[src/rtl/gate_test_seq_if.sv]
// Bundle of the run-control and gate-under-test signals for gate_test_seq.
// The slave modport faces the sequencer; master faces the environment driving it.
interface gate_test_seq_if;
  logic       start;
  logic       abort;
  logic [3:0] tt_exp;
  logic       dut_a;
  logic       dut_b;
  logic       dut_y;
  logic       busy;
  logic       done;
  logic       pass;
  logic [2:0] err_cnt;
  logic [3:0] fail_mask;

  modport slave (
    input  start, abort, tt_exp, dut_y,
    output dut_a, dut_b, busy, done, pass, err_cnt, fail_mask
  );

  modport master (
    output start, abort, tt_exp, dut_y,
    input  dut_a, dut_b, busy, done, pass, err_cnt, fail_mask
  );
endinterface

[src/rtl/gate_test_seq.sv]
// Two-input gate tester: walks vectors 00..11 onto the gate, holds each for
// SETTLE cycles, scores dut_y against a latched truth table and reports the result.
module gate_test_seq #(
  parameter int unsigned SETTLE = 2
) (
  input  logic           clk,
  input  logic           rst_n,
  gate_test_seq_if.slave bus
);

  typedef enum logic [1:0] {
    IDLE,
    APPLY,
    DONE
  } state_e;

  localparam logic [3:0] LAST_CNT = 4'(SETTLE - 1);

  state_e     state_q, state_d;
  logic [1:0] vec_q, vec_d;
  logic [3:0] cnt_q, cnt_d;
  logic [3:0] tt_q, tt_d;
  logic [2:0] err_q, err_d;
  logic [3:0] mask_q, mask_d;
  logic       pass_q, pass_d;
  logic [1:0] drv_q, drv_d;
  logic       last_settle;
  logic       mismatch;

  assign last_settle = (cnt_q == LAST_CNT);
  assign mismatch    = (bus.dut_y != tt_q[vec_q]);

  always_ff @(posedge clk or negedge rst_n) begin
    if (!rst_n) begin
      state_q <= IDLE;
    end else begin
      state_q <= state_d;
    end
  end

  always_comb begin
    state_d = state_q;
    case (state_q)
      IDLE:    if (bus.start) state_d = APPLY;
      APPLY: begin
        if (bus.abort)                          state_d = IDLE;
        else if (last_settle && vec_q == 2'd3)  state_d = DONE;
      end
      DONE:    state_d = IDLE;
      default: state_d = IDLE;
    endcase
  end

  always_comb begin
    bus.busy  = (state_q == APPLY);
    bus.done  = (state_q == DONE);
    bus.dut_a = drv_q[1];
    bus.dut_b = drv_q[0];
  end

  // Abort wins over scoring: the vector in flight is dropped unscored.
  always_comb begin
    vec_d  = vec_q;
    cnt_d  = cnt_q;
    tt_d   = tt_q;
    err_d  = err_q;
    mask_d = mask_q;
    pass_d = pass_q;
    drv_d  = drv_q;
    case (state_q)
      IDLE: begin
        if (bus.start) begin
          tt_d   = bus.tt_exp;
          err_d  = '0;
          mask_d = '0;
          pass_d = 1'b0;
          vec_d  = '0;
          cnt_d  = '0;
          drv_d  = '0;
        end
      end
      APPLY: begin
        if (bus.abort) begin
          vec_d = '0;
          cnt_d = '0;
          drv_d = '0;
        end else if (last_settle) begin
          if (mismatch) begin
            err_d         = (err_q == 3'd4) ? err_q : err_q + 3'd1;
            mask_d[vec_q] = 1'b1;
          end
          cnt_d = '0;
          if (vec_q == 2'd3) begin
            vec_d  = '0;
            drv_d  = '0;
            pass_d = (err_d == 3'd0);
          end else begin
            vec_d = vec_q + 2'd1;
            drv_d = vec_q + 2'd1;
          end
        end else begin
          cnt_d = cnt_q + 4'd1;
        end
      end
      default: begin
        drv_d = '0;
      end
    endcase
  end

  always_ff @(posedge clk or negedge rst_n) begin
    if (!rst_n) begin
      vec_q  <= '0;
      cnt_q  <= '0;
      tt_q   <= '0;
      err_q  <= '0;
      mask_q <= '0;
      pass_q <= 1'b0;
      drv_q  <= '0;
    end else begin
      vec_q  <= vec_d;
      cnt_q  <= cnt_d;
      tt_q   <= tt_d;
      err_q  <= err_d;
      mask_q <= mask_d;
      pass_q <= pass_d;
      drv_q  <= drv_d;
    end
  end

  assign bus.pass      = pass_q;
  assign bus.err_cnt   = err_q;
  assign bus.fail_mask = mask_q;

endmodule
[src/flat_wrapper.sv]
// flat-port wrapper written by rule: the top's interface ports become plain ports
module gate_test_seq_flat 
#(
  parameter int unsigned SETTLE = 2
)
  (clk, rst_n, bus_start, bus_abort, bus_tt_exp, bus_dut_y, bus_dut_a, bus_dut_b, bus_busy, bus_done, bus_pass, bus_err_cnt, bus_fail_mask);
  gate_test_seq_if bus_i ();
  input  logic clk;
  input  logic rst_n;
  input wire logic [$bits(bus_i.start)-1:0] bus_start;
  input wire logic [$bits(bus_i.abort)-1:0] bus_abort;
  input wire logic [$bits(bus_i.tt_exp)-1:0] bus_tt_exp;
  input wire logic [$bits(bus_i.dut_y)-1:0] bus_dut_y;
  output wire logic [$bits(bus_i.dut_a)-1:0] bus_dut_a;
  output wire logic [$bits(bus_i.dut_b)-1:0] bus_dut_b;
  output wire logic [$bits(bus_i.busy)-1:0] bus_busy;
  output wire logic [$bits(bus_i.done)-1:0] bus_done;
  output wire logic [$bits(bus_i.pass)-1:0] bus_pass;
  output wire logic [$bits(bus_i.err_cnt)-1:0] bus_err_cnt;
  output wire logic [$bits(bus_i.fail_mask)-1:0] bus_fail_mask;
  assign bus_i.start = bus_start;
  assign bus_i.abort = bus_abort;
  assign bus_i.tt_exp = bus_tt_exp;
  assign bus_i.dut_y = bus_dut_y;
  assign bus_dut_a = bus_i.dut_a;
  assign bus_dut_b = bus_i.dut_b;
  assign bus_busy = bus_i.busy;
  assign bus_done = bus_i.done;
  assign bus_pass = bus_i.pass;
  assign bus_err_cnt = bus_i.err_cnt;
  assign bus_fail_mask = bus_i.fail_mask;
  gate_test_seq #(.SETTLE(SETTLE)) u_core (.clk(clk), .rst_n(rst_n), .bus(bus_i));
endmodule
[config.mk]
export PLATFORM = sky130hd
export DESIGN_NAME = gate_test_seq_flat
export DESIGN_NICKNAME = d
export VERILOG_FILES = /design/src/rtl/gate_test_seq_if.sv /design/src/rtl/gate_test_seq.sv /design/src/flat_wrapper.sv
export SDC_FILE = /design/constraint.sdc
export NUM_CORES = 1
export LEC_CHECK = 0
export CAP_MARGIN = 20
export CORE_MARGIN = 2
export CORE_UTILIZATION = 51
export DETAILED_ROUTE_END_ITERATION = 8
export PLACE_DENSITY = 0.8
export RECOVER_POWER = 50
export SYNTH_ARGS = -nofsm -noshare
export SYNTH_HDL_FRONTEND = slang
export SYNTH_SLANG_ARGS = --single-unit
export TNS_END_PERCENT = 5
[constraint.sdc]
create_clock -name clk -period 2.4 [get_ports clk]
set_input_delay 0.48 -clock clk [delete_from_list [all_inputs] [get_ports clk]]
set_output_delay 0.48 -clock clk [all_outputs]
set_load 0.05 [all_outputs]
==> impl_metrics.prom <==
# TYPE chip_impl_metric gauge
chip_impl_info{name="status",value="finished clean"} 1
chip_impl_metric{name="synthDistinctLibCells",unit=""} 34
chip_impl_metric{name="worst_margin_pin_slew",unit="ns"} 1.215
chip_impl_metric{name="placement.cell_area",unit="µm²"} 1461
chip_impl_metric{name="drv_slew",unit=""} 0
chip_impl_metric{name="gpl.final_weighted_congestion",unit=""} 0.8136
chip_impl_metric{name="routed-via-count",unit=""} 955
chip_impl_metric{name="number_of_antenna_violations_at_the_first_check_in_global_routing",unit=""} 0
chip_impl_metric{name="post_drt_via_cell_ratio",unit=""} 5.489
chip_impl_metric{name="post-route-period-util",unit="%"} 94.31
chip_impl_info{name="ys_dominant_reg_cell",value="sky130_fd_sc_hd__dfrtp_1"} 1
chip_impl_info{name="globalRoute.busiestLayer",value="met2"} 1
chip_impl_metric{name="global_route.overflow_total",unit=""} 0
chip_impl_info{name="end_kind",value="output port"} 1
chip_impl_metric{name="pwr_density_cell",unit="nW/µm²"} 599.3
chip_impl_metric{name="report.final.setup_viol",unit=""} 0
chip_impl_metric{name="count_of_flip_flops_with_a_built_in_enable_after_synthesis",unit=""} 0
chip_impl_metric{name="syn_to_layout_area_delta",unit="%"} 22.64
chip_impl_metric{name="worstPathArrival",unit="ns"} 1.78
chip_impl_metric{name="synth_nets",unit=""} 138
chip_impl_metric{name="post_cts_resize_count",unit=""} 0
chip_impl_metric{name="cts.htree.levels",unit=""} 1
chip_impl_metric{name="total_half_perimeter_wirelength_after_legalization_and_detailed_placement",unit="µm"} 1942
chip_impl_metric{name="maximum_fanout_along_the_worst_path",unit=""} 10
chip_impl_metric{name="post_drt_wl_per_cell",unit="µm"} 14.72
chip_impl_metric{name="ys_seq_elements",unit=""} 22
chip_impl_metric{name="gr-usage-met3",unit="%"} 3.714
chip_impl_metric{name="floorplan.initialDensity",unit="%"} 53.95
chip_impl_metric{name="die_x",unit="µm"} 52.61
chip_impl_metric{name="met1_usage",unit="%"} 28.68
chip_impl_metric{name="power.static_leakage",unit="nW"} 0.6764
chip_impl_info{name="hp-class",value="flop to flop"} 1
chip_impl_metric{name="cp_slowest_stage_delay",unit="ns"} 0.81
chip_impl_metric{name="final_hold_viol_count",unit=""} 0
chip_impl_metric{name="fp.dieArea",unit="µm²"} 2767
chip_impl_info{name="crit_slowest_cell",value="sky130_fd_sc_hd__clkdlybuf4s50_1"} 1
chip_impl_metric{name="grt_total_usage",unit="%"} 21.67
chip_impl_metric{name="placementRows",unit=""} 17
chip_impl_info{name="cts.root.buffer_cell",value="sky130_fd_sc_hd__clkbuf_4"} 1
chip_impl_metric{name="final_period_minus_worst_setup_slack",unit="ns"} 2.264
chip_impl_metric{name="grt_pass1_vias",unit=""} 954
chip_impl_metric{name="timing.fmax",unit="MHz"} 441.8
chip_impl_metric{name="post_route_cells_drive_above_1_share",unit="%"} 8.904
chip_impl_metric{name="ctsLongestPathBuffers",unit=""} 2
chip_impl_metric{name="cts_made_buffers",unit=""} 3
chip_impl_metric{name="post_synth_instance_area",unit="µm²"} 1205
chip_impl_info{name="rsz0062_at_grt",value="false"} 1
chip_impl_metric{name="finalInstanceArea",unit="µm²"} 1478
chip_impl_metric{name="grt_util_met2",unit="%"} 33.33
chip_impl_metric{name="max-cap-violations",unit=""} 0
chip_impl_metric{name="synthesis.instances",unit=""} 121
chip_impl_metric{name="clk_pin_slew_worst_paths",unit="ns"} 0.11
chip_impl_metric{name="detailedRoute.firstPassIterationCount",unit=""} 4
chip_impl_metric{name="setup_total_negative_slack",unit="ns"} 0
chip_impl_metric{name="layout.nets",unit=""} 165
chip_impl_metric{name="detail_route.drc_violations",unit=""} 0
chip_impl_info{name="critPathKind",value="flop to output port"} 1
chip_impl_metric{name="grt_max_degree",unit=""} 23
chip_impl_metric{name="dr.first_iter.drc_count",unit=""} 14
chip_impl_metric{name="avgSynthCellArea",unit="µm²"} 9.958
chip_impl_metric{name="drtAntennaViolNets",unit=""} 0
chip_impl_metric{name="die_h",unit="µm"} 52.61
chip_impl_metric{name="async_set_or_reset_flop_fraction_in_the_synthesized_netlist",unit="%"} 100.0
chip_impl_metric{name="io-pin-count",unit=""} 21
chip_impl_metric{name="route.final.wire_length",unit="µm"} 2562
chip_impl_metric{name="timing.max_slew.rel_slack",unit="%"} 18.97
chip_impl_info{name="post-synth-top-area-cell",value="sky130_fd_sc_hd__dfrtp_1"} 1
chip_impl_metric{name="antenna-diode-count",unit=""} 0
chip_impl_metric{name="design.core.area",unit="µm²"} 2233
chip_impl_metric{name="insertion_delay",unit="ns"} 0.31
chip_impl_metric{name="cts_hold_buf",unit=""} 0
chip_impl_metric{name="yosysSeqAreaShare",unit="%"} 45.69
chip_impl_metric{name="cts_sink_cnt",unit=""} 22
chip_impl_info{name="cts_tree",value="done"} 1
chip_impl_info{name="ys_top_cells_by_area",value="sky130_fd_sc_hd__dfrtp_1, sky130_fd_sc_hd__ha_1, sky130_fd_sc_hd__nand2_1"} 1
chip_impl_metric{name="yosysWarningCount",unit=""} 0
chip_impl_metric{name="clock-skew-final",unit="ns"} 0.0006997
chip_impl_metric{name="port-buffer-count",unit=""} 20
chip_impl_metric{name="cts_setup_buffers",unit=""} 0
chip_impl_metric{name="cp.required",unit="ns"} 1.92
chip_impl_info{name="startpoint_type",value="flop"} 1
chip_impl_metric{name="first_pass_grt_wire_length",unit="µm"} 4278
chip_impl_metric{name="vdd.ir_drop.worst",unit="mV"} 0.3994
chip_impl_info{name="cp_cell_sequence",value="nor2b_1 > clkdlybuf4s50_1"} 1
chip_impl_metric{name="yosys.area.top_type_share",unit="%"} 45.69
==> power breakdown <==
group / leakage, nW / switching [mW] / internal [mW]
clock network: 0.0138 / 0.110 / 0.0588
logic: 0.366 / 0.161 / 0.113
registers: 0.297 / 0.0381 / 0.404
==> layer usage <==
layer,vias to the layer above,part of all wire (%)
li1,467,-
met4,0,2.4
met2,24,47
met5,-,0
met3,7,4.8
met1,457,46
==> worst paths after layout <==
path | startpoint | to | slack, ns | depth (start not counted)
setup / recovery | u_core.state_q[1] | bus_done | 0.14 | 2
hold / removal | u_core.bus.fail_mask[1] | u_core.bus.fail_mask[1] | 0.52 | 1
setup reg to reg | u_core.cnt_q[1] | u_core.bus.fail_mask[3] | 0.25 | 6
hold reg to reg | u_core.bus.fail_mask[1] | u_core.bus.fail_mask[1] | 0.52 | 1
max in group asynchronous | rst_n | u_core.tt_q[2] | 0.77 | 2
min in group asynchronous | rst_n | u_core.cnt_q[0] | 0.92 | 2
==> critical path: cells and delay by family (launching register included) <==
kind	cells	cell delay [ns]
AND/OR/NAND/NOR	1	0.17
flip-flops	1	0.50
buffers and inverters	1	0.81
==> cell families after synthesis <==
group / after synthesis / share of synthesized area (%)
AOI/OAI and AO/OA: 28 / 15.47
xor gates and xnor gates: 5 / 4.258
adders and majority gates: 8 / 8.308
buffers and inverters: 7 / 2.284
DFF: 22 / 45.69
muxes: 5 / 5.296
and+or+nand+nor: 46 / 18.69
==> flip-flops by register name (all words and copies together) (netlist names) <==
register,count
u_core.drv_q,2
u_core.bus.pass,1
u_core.cnt_q,4
u_core.bus.fail_mask,4
u_core.tt_q,4
u_core.vec_q,2
u_core.bus.err_cnt,3
u_core.state_q,2
==> cells in the final DEF (no fill, tap or decap) <==
cell and instances:
sky130_fd_sc_hd__inv_1 5, sky130_fd_sc_hd__a32o_1 1, sky130_fd_sc_hd__nand2b_1 3, sky130_fd_sc_hd__nand2_1 22, sky130_fd_sc_hd__o21bai_1 1, sky130_fd_sc_hd__nand3_1 3
sky130_fd_sc_hd__dfrtp_1 22, sky130_fd_sc_hd__a21oi_1 3, sky130_fd_sc_hd__buf_4 3, sky130_fd_sc_hd__and2_2 1, sky130_fd_sc_hd__and3_1 1, sky130_fd_sc_hd__o22ai_1 1
sky130_fd_sc_hd__ha_1 8, sky130_fd_sc_hd__a21boi_0 1, sky130_fd_sc_hd__or2_2 1, sky130_fd_sc_hd__nor3_1 1, sky130_fd_sc_hd__nor3b_1 2, sky130_fd_sc_hd__mux2i_1 3
sky130_fd_sc_hd__a21oi_2 1, sky130_fd_sc_hd__mux4_2 1, sky130_fd_sc_hd__mux2_2 1, sky130_fd_sc_hd__clkdlybuf4s50_1 17, sky130_fd_sc_hd__dlygate4sd3_1 2, sky130_fd_sc_hd__o31ai_1 2
sky130_fd_sc_hd__dlymetal6s2s_1 1, sky130_fd_sc_hd__o21ai_0 12, sky130_fd_sc_hd__nor2b_1 5, sky130_fd_sc_hd__clkbuf_1 1, sky130_fd_sc_hd__o31ai_2 1, sky130_fd_sc_hd__xnor2_2 1
sky130_fd_sc_hd__xor2_1 3, sky130_fd_sc_hd__xnor2_1 1, sky130_fd_sc_hd__a22o_1 5, sky130_fd_sc_hd__or2_0 1, sky130_fd_sc_hd__nor2_1 5, sky130_fd_sc_hd__or2b_1 1
sky130_fd_sc_hd__clkbuf_4 3
==> layout make-up <==
cell class	instances	area [µm²]
Clock buffer	3	22.52
Fill cell	182	755.7
Inverter	5	18.77
Multi-Input combinational cell	92	621.8
Sequential cell	22	550.5
Tap cell	28	35.03
Timing Repair Buffer	24	229.0
==> cells in the mapped netlist, types with 2 or more instances <==
library cell and instances:
sky130_fd_sc_hd__xor2_1 3, sky130_fd_sc_hd__nand3_1 3, sky130_fd_sc_hd__inv_1 5, sky130_fd_sc_hd__mux2i_1 3, sky130_fd_sc_hd__a21oi_1 3, sky130_fd_sc_hd__o21ai_0 12
sky130_fd_sc_hd__o31ai_1 2, sky130_fd_sc_hd__dfrtp_1 22, sky130_fd_sc_hd__nand2b_1 3, sky130_fd_sc_hd__a22o_1 5, sky130_fd_sc_hd__nand2_1 22, sky130_fd_sc_hd__nor2b_1 5
sky130_fd_sc_hd__ha_1 8, sky130_fd_sc_hd__nor2_1 5
==> per-stage QoR <==
step	total power, mW	utilization (%)	cells	worst slack, ns	hold WS, ns
floorplan	0.6259	-	121	0.5040	0.1844
global placement	0.7146	65.43	171	0.3013	0.4817
detailed placement	0.7249	65.43	171	0.2594	0.4976
CTS	0.8927	66.44	174	0.01756	0.4992
global route	0.9359	66.16	174	0.02729	0.5416
finish	0.8856	66.16	174	0.1365	0.5201
Note: power is estimated with default switching activity, not from simulation.
